<file path="src/rtl/fetch_redirect_ctrl.sv">
// fetch_redirect_ctrl
//   Arbitrates PC redirects for the fetch stage. Trap and mispredict
//   redirects load the PC and flush younger fetch/decode entries. A
//   redirect that arrives during a stall is held until the stall lifts.
//   For SQUASH_CYCLES unstalled cycles after each redirect, predictor
//   taken-hints are masked.
//
//   Optional feature: define FETCH_REDIRECT_TRAP_EN to add the trap
//   source (i_trap / i_trap_vec). A trap has priority over a mispredict.
//
//   Ports
//     clk, rst_n      clock; asynchronous active-low reset
//     i_stall         fetch back-pressure; the PC must hold
//     i_mispred(_addr) mispredict redirect request and its target
//     i_pred_jmp(addr) predictor taken-hint and its target
//     i_trap(_vec)    trap redirect and its vector (only with the macro)
//     o_pc_stall      PC-register stall
//     o_pc_miss       forced PC load
//     o_pc_jmpaddr    address for the forced PC load
//     o_pred_jmp      filtered predictor hint
//     o_pred_jmpaddr  target for the filtered predictor hint
//     o_flush         one-cycle kill of all younger entries
//     o_busy          high whenever the controller is not in RUN
`ifndef RV32_PC_WIDTH
`define RV32_PC_WIDTH 32
`endif

module fetch_redirect_ctrl #(
  parameter int SQUASH_CYCLES = 2
) (
  input  logic                      clk,
  input  logic                      rst_n,
  input  logic                      i_stall,
  input  logic                      i_mispred,
  input  logic [`RV32_PC_WIDTH-1:0] i_mispred_addr,
  input  logic                      i_pred_jmp,
  input  logic [`RV32_PC_WIDTH-1:0] i_pred_jmpaddr,
`ifdef FETCH_REDIRECT_TRAP_EN
  input  logic                      i_trap,
  input  logic [`RV32_PC_WIDTH-1:0] i_trap_vec,
`endif
  output logic                      o_pc_stall,
  output logic                      o_pc_miss,
  output logic [`RV32_PC_WIDTH-1:0] o_pc_jmpaddr,
  output logic                      o_pred_jmp,
  output logic [`RV32_PC_WIDTH-1:0] o_pred_jmpaddr,
  output logic                      o_flush,
  output logic                      o_busy
);

  localparam int W = `RV32_PC_WIDTH;
  localparam logic [2:0] SQ_LOAD = 3'(SQUASH_CYCLES);

  // Source encoding doubles as priority: a larger value wins.
  localparam logic [1:0] SRC_NONE = 2'd0;
  localparam logic [1:0] SRC_MISP = 2'd1;
  localparam logic [1:0] SRC_TRAP = 2'd2;

  typedef enum logic [1:0] {RUN, HOLD, SQUASH} state_t;

  state_t         state_reg, state_next;
  logic [2:0]     cnt_reg, cnt_next;
  logic [1:0]     pend_src_reg, pend_src_next;
  logic [W-1:0]   pend_addr_reg, pend_addr_next;

  logic [1:0]     req_src;
  logic [W-1:0]   req_addr;
  logic [1:0]     win_src;
  logic [W-1:0]   win_addr;
  logic           miss_c, flush_c, pred_c;
  logic [W-1:0]   jmpaddr_c;

  always_ff @(posedge clk or negedge rst_n) begin
    if (!rst_n) begin
      state_reg     <= RUN;
      cnt_reg       <= 3'd0;
      pend_src_reg  <= SRC_NONE;
      pend_addr_reg <= '0;
    end else begin
      state_reg     <= state_next;
      cnt_reg       <= cnt_next;
      pend_src_reg  <= pend_src_next;
      pend_addr_reg <= pend_addr_next;
    end
  end

  // Highest-priority redirect requested in this cycle.
  always_comb begin
    req_src  = SRC_NONE;
    req_addr = '0;
`ifdef FETCH_REDIRECT_TRAP_EN
    if (i_trap) begin
      req_src  = SRC_TRAP;
      req_addr = i_trap_vec;
    end else
`endif
    if (i_mispred) begin
      req_src  = SRC_MISP;
      req_addr = i_mispred_addr;
    end
  end

  always_comb begin
    state_next     = state_reg;
    cnt_next       = cnt_reg;
    pend_src_next  = pend_src_reg;
    pend_addr_next = pend_addr_reg;
    miss_c         = 1'b0;
    flush_c        = 1'b0;
    pred_c         = 1'b0;
    jmpaddr_c      = '0;

    // Pending is empty outside HOLD, so this reduces to the request there.
    // Inside HOLD, only a strictly higher-priority request replaces it.
    if (req_src > pend_src_reg) begin
      win_src  = req_src;
      win_addr = req_addr;
    end else begin
      win_src  = pend_src_reg;
      win_addr = pend_addr_reg;
    end

    if (win_src != SRC_NONE) begin
      if (i_stall) begin
        pend_src_next  = win_src;
        pend_addr_next = win_addr;
        state_next     = HOLD;
      end else begin
        miss_c         = 1'b1;
        flush_c        = 1'b1;
        jmpaddr_c      = win_addr;
        pend_src_next  = SRC_NONE;
        pend_addr_next = '0;
        cnt_next       = SQ_LOAD;
        state_next     = SQUASH;
      end
    end else begin
      case (state_reg)
        RUN: pred_c = i_pred_jmp & ~i_stall;
        SQUASH: begin
          // Count only unstalled cycles; clamp at zero.
          if (!i_stall) begin
            if (cnt_reg <= 3'd1) begin
              cnt_next   = 3'd0;
              state_next = RUN;
            end else begin
              cnt_next = cnt_reg - 3'd1;
            end
          end
        end
        default: state_next = RUN;
      endcase
    end
  end

  // While reset is asserted, the outputs are forced low combinationally.
  // They therefore go to zero without waiting for a clock edge.
  assign o_pc_miss      = rst_n & miss_c;
  assign o_flush        = rst_n & flush_c;
  assign o_pc_jmpaddr   = rst_n ? jmpaddr_c : '0;
  assign o_pred_jmp     = rst_n & pred_c;
  assign o_pred_jmpaddr = rst_n ? i_pred_jmpaddr : '0;
  assign o_pc_stall     = rst_n & i_stall & ~miss_c;
  assign o_busy         = rst_n & (state_reg != RUN);

endmodule

</file>
<file path="config.mk">
export PLATFORM = sky130hd
export DESIGN_NAME = fetch_redirect_ctrl
export DESIGN_NICKNAME = d
export VERILOG_FILES = /design/src/rtl/fetch_redirect_ctrl.sv
export SDC_FILE = /design/constraint.sdc
export NUM_CORES = 1
export LEC_CHECK = 0
export ABC_CLOCK_PERIOD_IN_PS = 3410
export CAP_MARGIN = 10
export CORE_MARGIN = 10
export CORE_UTILIZATION = 41
export DETAILED_ROUTE_END_ITERATION = 8
export GPL_TIMING_DRIVEN = 1
export PLACE_DENSITY = 0.85
export SYNTH_ARGS = -nofsm -noshare
export SYNTH_HDL_FRONTEND = slang
export SYNTH_SLANG_ARGS = --single-unit
</file>
<file path="constraint.sdc">
create_clock -name clk -period 3.41 [get_ports clk]
set_input_delay 0.682 -clock clk [delete_from_list [all_inputs] [get_ports clk]]
set_output_delay 0.682 -clock clk [all_outputs]
set_load 0.02 [all_outputs]
</file>
======== Word-level counts from Yosys, hierarchy flattened ========
Index checks and enable logic that the tools add are counted.
operators by class
  multiplexer cells ....................... 24
  eq/ne operators ......................... 6
  $add $sub $neg .......................... 1
  order comparisons ....................... 2
  reduce and logical (&&, ||, !) cells .... 6
  bitwise operators ....................... 8
operators by type and width
  cell                                                             number
  2-to-1 mux 32 bit                                                7
  2-to-1 mux 3 bit                                                 5
  2-to-1 mux 2 bit                                                 6
  bitwise AND 1 bit                                                6
  inequality test 2 bit (second input constant)                    3
  inequality test 3 bit (second input constant)                    2
  AND reduction 3 bit                                              2
  nonzero test 2 bit                                               3
  2-to-1 mux 1 bit                                                 5
  case mux 2 bit (2 select lines)                                  1
  less-or-equal comparator 3 x 1 -> 1 bit (second input constant)  1
  subtractor 3 x 1 -> 3 bit (second input constant)                1
  == test 2 bit (second input constant)                            1
  > comparator 2 bit                                               1
  zero test 2 bit                                                  1
  inverter 1 bit                                                   2
word-level totals
  bits in registers ....................... 39
  input bits .............................. 69
  output and inout port bits .............. 69

======== Logic depth before layout (Yosys ltp) ========
Gate-level depths: netlist of the first run.
  depth after elaboration ................. 7
  depth in mapped cells ................... 10

======== Worst setup path after synthesis of the first run ========
Ideal clock, no wire load.
  path kind ............................... input to output
  start ................................... input port i_mispred
  end ..................................... output port o_pc_miss
  arrival time ............................ 2.685 ns
  data required time ...................... 2.728 ns
  stages .................................. 10
  path slack .............................. 0.043 ns
  buffers on the path ..................... 5
  cell sequence ........................... buf_2 clkbuf_1 inv_1 ha_1 buf_6 o21a_1 o31ai_4 buf_2 inv_1 buf_4
between the ends
  cells in the longest elaborated chain, start to end .. 6
RTL lines
  element                 RTL line  RTL
  from (decl)             34        input logic i_mispred,
  2-to-1 mux 1 bit (*)    97        if (i_mispred) begin
  > comparator 2 bit      115       if (req_src > pend_src_reg) begin
  2-to-1 mux 2 bit (*)    115
  nonzero test 2 bit (*)  123       if (win_src != SRC_NONE) begin
  2-to-1 mux 1 bit (*)    n/a
  bitwise AND 1 bit (*)   n/a
  to (decl)               43        output logic o_pc_miss,
Mark *: on every way between the ends. The rest lies on a longest branch, timed or not.

======== Worst setup path in the final report of the first run ========
  start ................................... input port i_mispred
  end ..................................... output port o_pc_jmpaddr[9]
between the ends
  cells in the longest elaborated chain, start to end .. 6
  elaborated cells on any way between the ends .. 9
  those cells by class .................... order compare: 1; mux: 7; reduce/logical: 1
RTL lines
  element                                                  RTL line  RTL
  2-to-1 mux 1 bit                                         97
  > comparator 2 bit                                       115
  2-to-1 mux 32 bit or 2-to-1 mux 2 bit (tied branches)    115
  2-to-1 mux 32 bit or nonzero test 2 bit (tied branches)  124, 123
  2-to-1 mux 32 bit (*)                                    123
  2-to-1 mux 32 bit (*)                                    160       assign o_pc_jmpaddr = rst_n ? jmpaddr_c : '0;
  to (decl)                                                44        output logic [`RV32_PC_WIDTH-1:0] o_pc_jmpaddr,
Marked as above.

==> flow_summary.toml, run 1 <==
[status]
outcome = "complete, no violations"

[synth]
yosysSeqAreaShare = 0.341
syn_area_sq_um = 2860
synth.top_cell.area_share = 0.341
synth.area.top_cells = "dfrtp_1 (34%), a22o_1 (9.8%), o21ai_2 (8.9%), o31ai_1 (8.7%), nor2b_2 (8.6%)"
synth_top_family_by_area = "compound AO/OA/AOI/OAI gates"
synth_compound_area_frac = 0.311
yosysWarnings = 0
synth_mux_area_frac = 0.00699
synth_simple_gate_area_share = 0.250
avgSynthCellArea_sq_um = 9.39
yosys.area_share.xor_xnor = 0
synth.distinct_cells = 33
postSynthCellCount = 305
synth_area_leader_cell = "dfrtp_1"
synth_adder_area_share = 0.0131
synth_fp_nets = 377
synth_seq_cells = 39

[global_route]
grt.total_usage = 0.177
grt_max_degree = 54
grt_pass1_vias = 3127
antenna_found_initial = 0
grt_pass1_wl_um = 16300
gr-total-overflow = 0

[timing]
fmaxAchievable_mhz = 304
setup_viol = 0
rsz0062_at_grt = "no"
slew_viol_final = 0
hold_viol = 0
period_share = 0.965
tightest_slew_ns = 0.515
period_minus_slack_ns = 3.29
slew_headroom = 0.656
fin_skew_ns = 0.00553
fin_ws_ns = 0.119

[die]
die_x_um = 104
coreArea_sq_um = 6790
start_util = 0.422
ioPinCount = 138
row_count = 30
die_h_um = 104
die-area_sq_um = 10700

[worst_setup_path]
critPathCapture = "o_pc_jmpaddr[9]"
crit_path_start = "i_mispred"
max_stage_delay_ns = 0.48
r2r_cells = 7
crit_buf_inv = 5
reg2reg_to = "cnt_reg[0]"
crit_slowest_cell = "clkdlybuf4s50_1"
worstPathArrival_ns = 2.61
cp.depth = 9
worstReg2RegStart = "pend_src_reg[0]"
cp.required_ns = 2.73
reg2reg_slack_ns = 1.30
cp_cell_sequence = "clkdlybuf4s50_1 -> inv_1 -> ha_4 -> or3_4 -> buf_6 -> buf_12 -> o21ai_2 -> nor2b_2 -> buf_4"
cp_max_fo = 6
critPathKind = "primary input to primary output"
cp-start-kind = "primary input"
end_kind = "primary output"
critPathTopFamily = "buffers and inverters"

[placement]
gp_congestion = 0.754
dpl_cell_area_sq_um = 4560
dp.cells = 553
pre_cts_slack_ns = -0.534
hpwl_um = 7390
placement.io_buffers = 137

[detailed_routing]
drt_pass1_iterations = 4
wl_per_cell_um = 17.7
viasPerCell = 5.24
vias = 2943
wirelength_um = 9970
ant_nets = 0
drc_errors = 0
drt_iter0_markers = 114

[final_layout]
final_area_sq_um = 4600
fin_nets = 538
diodes = 0
fin_cells = 562
drive_gt1_frac = 0.363
fin_util = 0.677
area_growth_pct = 60.7
largest_reg_flops = 32

[clocking]
cts_tree = "built"
numCtsBuffers = 5
clkTransAtPathRegs_ns = 0.07
clockBufferDepth = 2
cts_htree_levels = 2
clk_latency_ns = 0.29
root_buffer = "clkbuf_8"
hold_buffers = 0
clock-sinks = 39

[pwr]
totalPowerFinal_w = 0.00297
p_per_area_nw_per_um2 = 644
irDropWorstVdd_uv = 350
leakage_nw = 2.07

[flow_run]
maxCapViolCount = 0

[hold_path]
holdCritPathClass = "primary input to asynchronous set/reset pin"
where the power goes:
group | internal, W | switching (W) | total (W) | leakage, nW
registers | 0.000645 | 0.000130 | 0.000775 | 0.503
logic | 0.000980 | 0.000895 | 0.00187 | 1.52
clock network | 0.000159 | 0.000156 | 0.000315 | 0.0470
total | 0.00178 | 0.00118 | 0.00297 | 2.07
synth_stat cells:
master,number
a22o_1,32
a32o_1,2
and2_1,35
and2b_1,1
and4_1,1
buf_1,1
buf_2,7
buf_4,2
buf_6,7
clkbuf_1,18
dfrtp_1,39
ha_1,3
inv_1,6
mux2i_1,2
nand2_1,33
nor2_1,4
nor2b_1,6
nor2b_2,28
nor3_2,1
nor3b_4,1
nor4bb_1,1
o21a_1,1
o21ai_0,3
o21ai_2,29
o21ba_2,1
o2bb2ai_1,1
o311ai_0,2
o31ai_1,33
o31ai_4,1
o41ai_1,1
or2_2,1
or3_1,1
or3b_2,1
per-stage QoR:
| step | hold WS [ns] | setup TNS, ns |
|---|---|---|
| 3_5_place_dp | 0.491 | -15.90 |
| 3_3_place_gp | 0.487 | -14.99 |
| 5_1_grt | 0.494 | 0 |
| 6_report | 0.469 | 0 |
| 4_1_cts | 0.462 | -0.00399 |
| 2_1_floorplan | 0.386 | 0 |
repair_timing:
| action | 4_1_cts | 5_1_grt |
|---|---|---|
| buffers inserted | 2 | 0 |
| pin swaps | 2 | 3 |
| endpoints found under the setup margin | 35 | 34 |
| gates resized for setup | 154 | 13 |
worst register-to-register path, cell delays in order (launching register included):
cell and delay [ns]:
dfrtp_1 0.45, ha_4 0.19, buf_4 0.20, o21a_1 0.25, buf_4 0.16, nor3_4 0.14
buf_4 0.41, a32o_1 0.25
cell type report:
cell class	count	area (sq um)
inverter	6	22.5
multi-input combinational	225	1750
sequential	39	976
clock buffer	6	82.6
tap	96	120
timing repair buffer	189	1650
clock inverter	1	5.00
fill	563	2190
cell usage in the layout (no fill, tap or decap), drive strengths merged, types with 2 or more instances in the layout:
| cell | instances |
|---|---|
| inv | 6 |
| and2 | 35 |
| o311ai | 2 |
| mux2i | 2 |
| clkdlybuf4s50 | 101 |
| ha | 3 |
| o21ai | 32 |
| o31ai | 34 |
| nand2 | 33 |
| a32o | 2 |
| dfrtp | 39 |
| a22o | 32 |
| nor2 | 4 |
| buf | 87 |
| clkbuf | 7 |
| nor2b | 34 |
routing by layer:
layer	wire length, um	global-route usage
met1	4520	0.220
met2	4770	0.301
met3	638	0.0502
met4	44	0.0262
met5	0	0
worst min-delay path by stage:
stage                                 start           endpoint  slack [ns]  depth (start not counted)
after floorplan                       rst_n         cnt_reg[0]        0.39                          0
after global placement     pend_addr_reg[9]   pend_addr_reg[9]        0.49                          1
after detailed placement  pend_addr_reg[29]  pend_addr_reg[29]        0.49                          1
after CTS                             rst_n   pend_addr_reg[4]        0.46                          2
after global routing                  rst_n         cnt_reg[2]        0.49                          2
final                                 rst_n   pend_addr_reg[3]        0.47                          2
cells by family after synthesis:
| group | after synthesis |
|---|---|
| flops | 39 |
| buf+inv | 41 |
| fa+ha+maj | 3 |
| compound gates | 106 |
| mux | 2 |
| simple gates | 114 |
(Power assumes the default switching activity.)
==> run 2, diff against run 1 <==
Settings changed: CTS_CLUSTER_DIAMETER from default to 120.
==> results of run 2 <==
No change in the layout: final DEF, timing and power equal those of run 1.
==> run 3, diff against run 2 <==
Settings changed: CORE_UTILIZATION 41 to 29, PLACE_DENSITY 0.85 to 0.64.
==> run 3 against run 2 <==
Global-route usage is 3.1 points lower. Combinational power is 4% higher. Critical path type unchanged. Non-clock buffer count is 1 lower. Register-to-register slack worse by 0.09 ns. Largest cell class is now non-clock buffers. Highest routed layer unchanged.
==> flow_summary.toml, run 3 (synthesized netlist as in run 1, its figures left out) <==
[status]
outcome = "complete, no violations"

[timing]
period_minus_slack_ns = 3.35
setup_viol = 0
period_share = 0.982
tightest_slew_ns = 0.704
slew_viol_final = 0
fin_ws_ns = 0.0606
slew_headroom = 0.531
fmaxAchievable_mhz = 299
hold_viol = 0
fin_skew_ns = 0.0100

[detailed_routing]
drt_iter0_markers = 155
drc_errors = 0
wl_per_cell_um = 18.2
ant_nets = 0
viasPerCell = 4.97
wirelength_um = 10900
vias = 2975
drt_pass1_iterations = 6

[placement]
gp_congestion = 0.824
hpwl_um = 7610
placement.io_buffers = 137
pre_cts_slack_ns = -0.543

[clocking]
clockBufferDepth = 2
cts_htree_levels = 2
cts_tree = "built"
clock-sinks = 39
clk_latency_ns = 0.31
root_buffer = "clkbuf_8"
numCtsBuffers = 5
clkTransAtPathRegs_ns = 0.09

[final_layout]
diodes = 0
fin_util = 0.484
largest_reg_flops = 32
fillCellCount = 942
mostFrequentLayoutCells = "clkdlybuf4s50_1 (101), buf_4 (48), dfrtp_1 (39)"
fin_nets = 537
area_growth_pct = 63.7
regArea_sq_um = 976
mostFrequentLayoutCell = "clkdlybuf4s50_1"
drive_gt1_frac = 0.350
multi_input_area_sq_um = 1710

[worst_setup_path]
cp_max_fo = 17
cp.required_ns = 2.73
max_stage_delay_ns = 0.49
reg2reg_slack_ns = 1.21
cp-start-kind = "primary input"
worstPathArrival_ns = 2.67
critPathMostFrequentCell = "buf_12"
critPathKind = "primary input to primary output"
cp_cell_sequence = "clkdlybuf4s50_1 -> inv_2 -> ha_4 -> buf_12 -> nor3b_4 -> o31ai_4 -> buf_6 -> buf_12 -> buf_8 -> nor2b_2 -> buf_2"
end_kind = "primary output"
crit_slowest_cell = "clkdlybuf4s50_1"

[die]
coreArea_sq_um = 9680
start_util = 0.296
ioPinCount = 138
row_count = 36
die-area_sq_um = 14300
die_x_um = 119
die_h_um = 119

[pwr]
irDropWorstVdd_uv = 460
leakage_nw = 2.10
p_per_area_nw_per_um2 = 650
totalPowerFinal_w = 0.00305

[global_route]
grt_pass1_vias = 3141
grt_max_degree = 74
antenna_found_initial = 0
grt.total_usage = 0.146
grt_pass1_wl_um = 17300
gr-total-overflow = 0

[hold_path]
holdCritPathClass = "flop to flop"

[flow_run]
maxCapViolCount = 0
-- run 3: changes by cell type in the layout (fill, tap and decap cells not counted), moves of 2 or more --
cell and change:
buf_8 +2, buf_6 -4, o31ai_2 -8, bufbuf_16 +2, buf_2 -6, o31ai_1 +9
clkinv_4 +2, buf_4 +4
-- run 3: stage by stage --
step	TNS [ns]	instances	hold slack (ns)	cell area, sq um
finish	0	599	0.510	4690
detailed placement	-16.12	582	0.490	4540
global route	-0.0310	599	0.529	4690
global placement	-15.46	582	0.484	4540
floorplan	0	305	0.386	2860
CTS	0	598	0.510	4640
-- run 3: area by class of cell --
cell class / instances / area share
Tap cell: 133 / 0.0355
Inverter: 6 / 0.00480
Multi-Input combinational cell: 225 / 0.364
Clock buffer: 5 / 0.0147
Timing Repair Buffer: 188 / 0.368
Clock inverter: 3 / 0.00534
Sequential cell: 39 / 0.208
-- run 3: path summary, 6_finish.rpt --
path / start / end / cells after the start
worst max-delay path: i_mispred / o_pc_jmpaddr[29] / 11
worst min-delay path: pend_addr_reg[30] / pend_addr_reg[30] / 1
worst max register to register: pend_src_reg[0] / state_reg[1] / 8
worst min register to register: pend_addr_reg[30] / pend_addr_reg[30] / 1
max in group asynchronous: rst_n / pend_addr_reg[14] / 2
min in group asynchronous: rst_n / pend_addr_reg[27] / 2
-- run 3: critical path, delay by kind of cell --
kind	cells	cell delay, ns
AOI/OAI and AO/OA	1	0.10
adders and majority gates	1	0.26
buffers and inverters	7	1.29
and+or+nand+nor	2	0.32
-- run 3: repair_timing --
item | CTS | global route
hold buffers | 0 | 0
setup buffers | 6 | 1
pin swaps | 2 | 3
endpoints found under the setup margin | 35 | 23
gates resized for setup | 152 | 13
cloned | 2 | 0
-- run 3: routing by layer --
| layer | wire (um) | track usage | vias up | share of wire |
|---|---|---|---|---|
| li1 | - | - | 1409 | - |
| met1 | 4850 | 0.180 | 1430 | 0.44 |
| met2 | 5150 | 0.250 | 128 | 0.47 |
| met3 | 841 | 0.0477 | 8 | 0.077 |
| met4 | 66 | 0.0196 | 0 | 0.0061 |
| met5 | 0 | 0 | - | 0 |
-- run 3: power breakdown --
| group | leakage [nW] | internal, W | switching [W] |
|---|---|---|---|
| Combinational | 1.55 | 0.00105 | 0.000899 |
| Clock | 0.0443 | 0.000146 | 0.000188 |
| Sequential | 0.503 | 0.000644 | 0.000115 |
| Total | 2.10 | 0.00184 | 0.00120 |
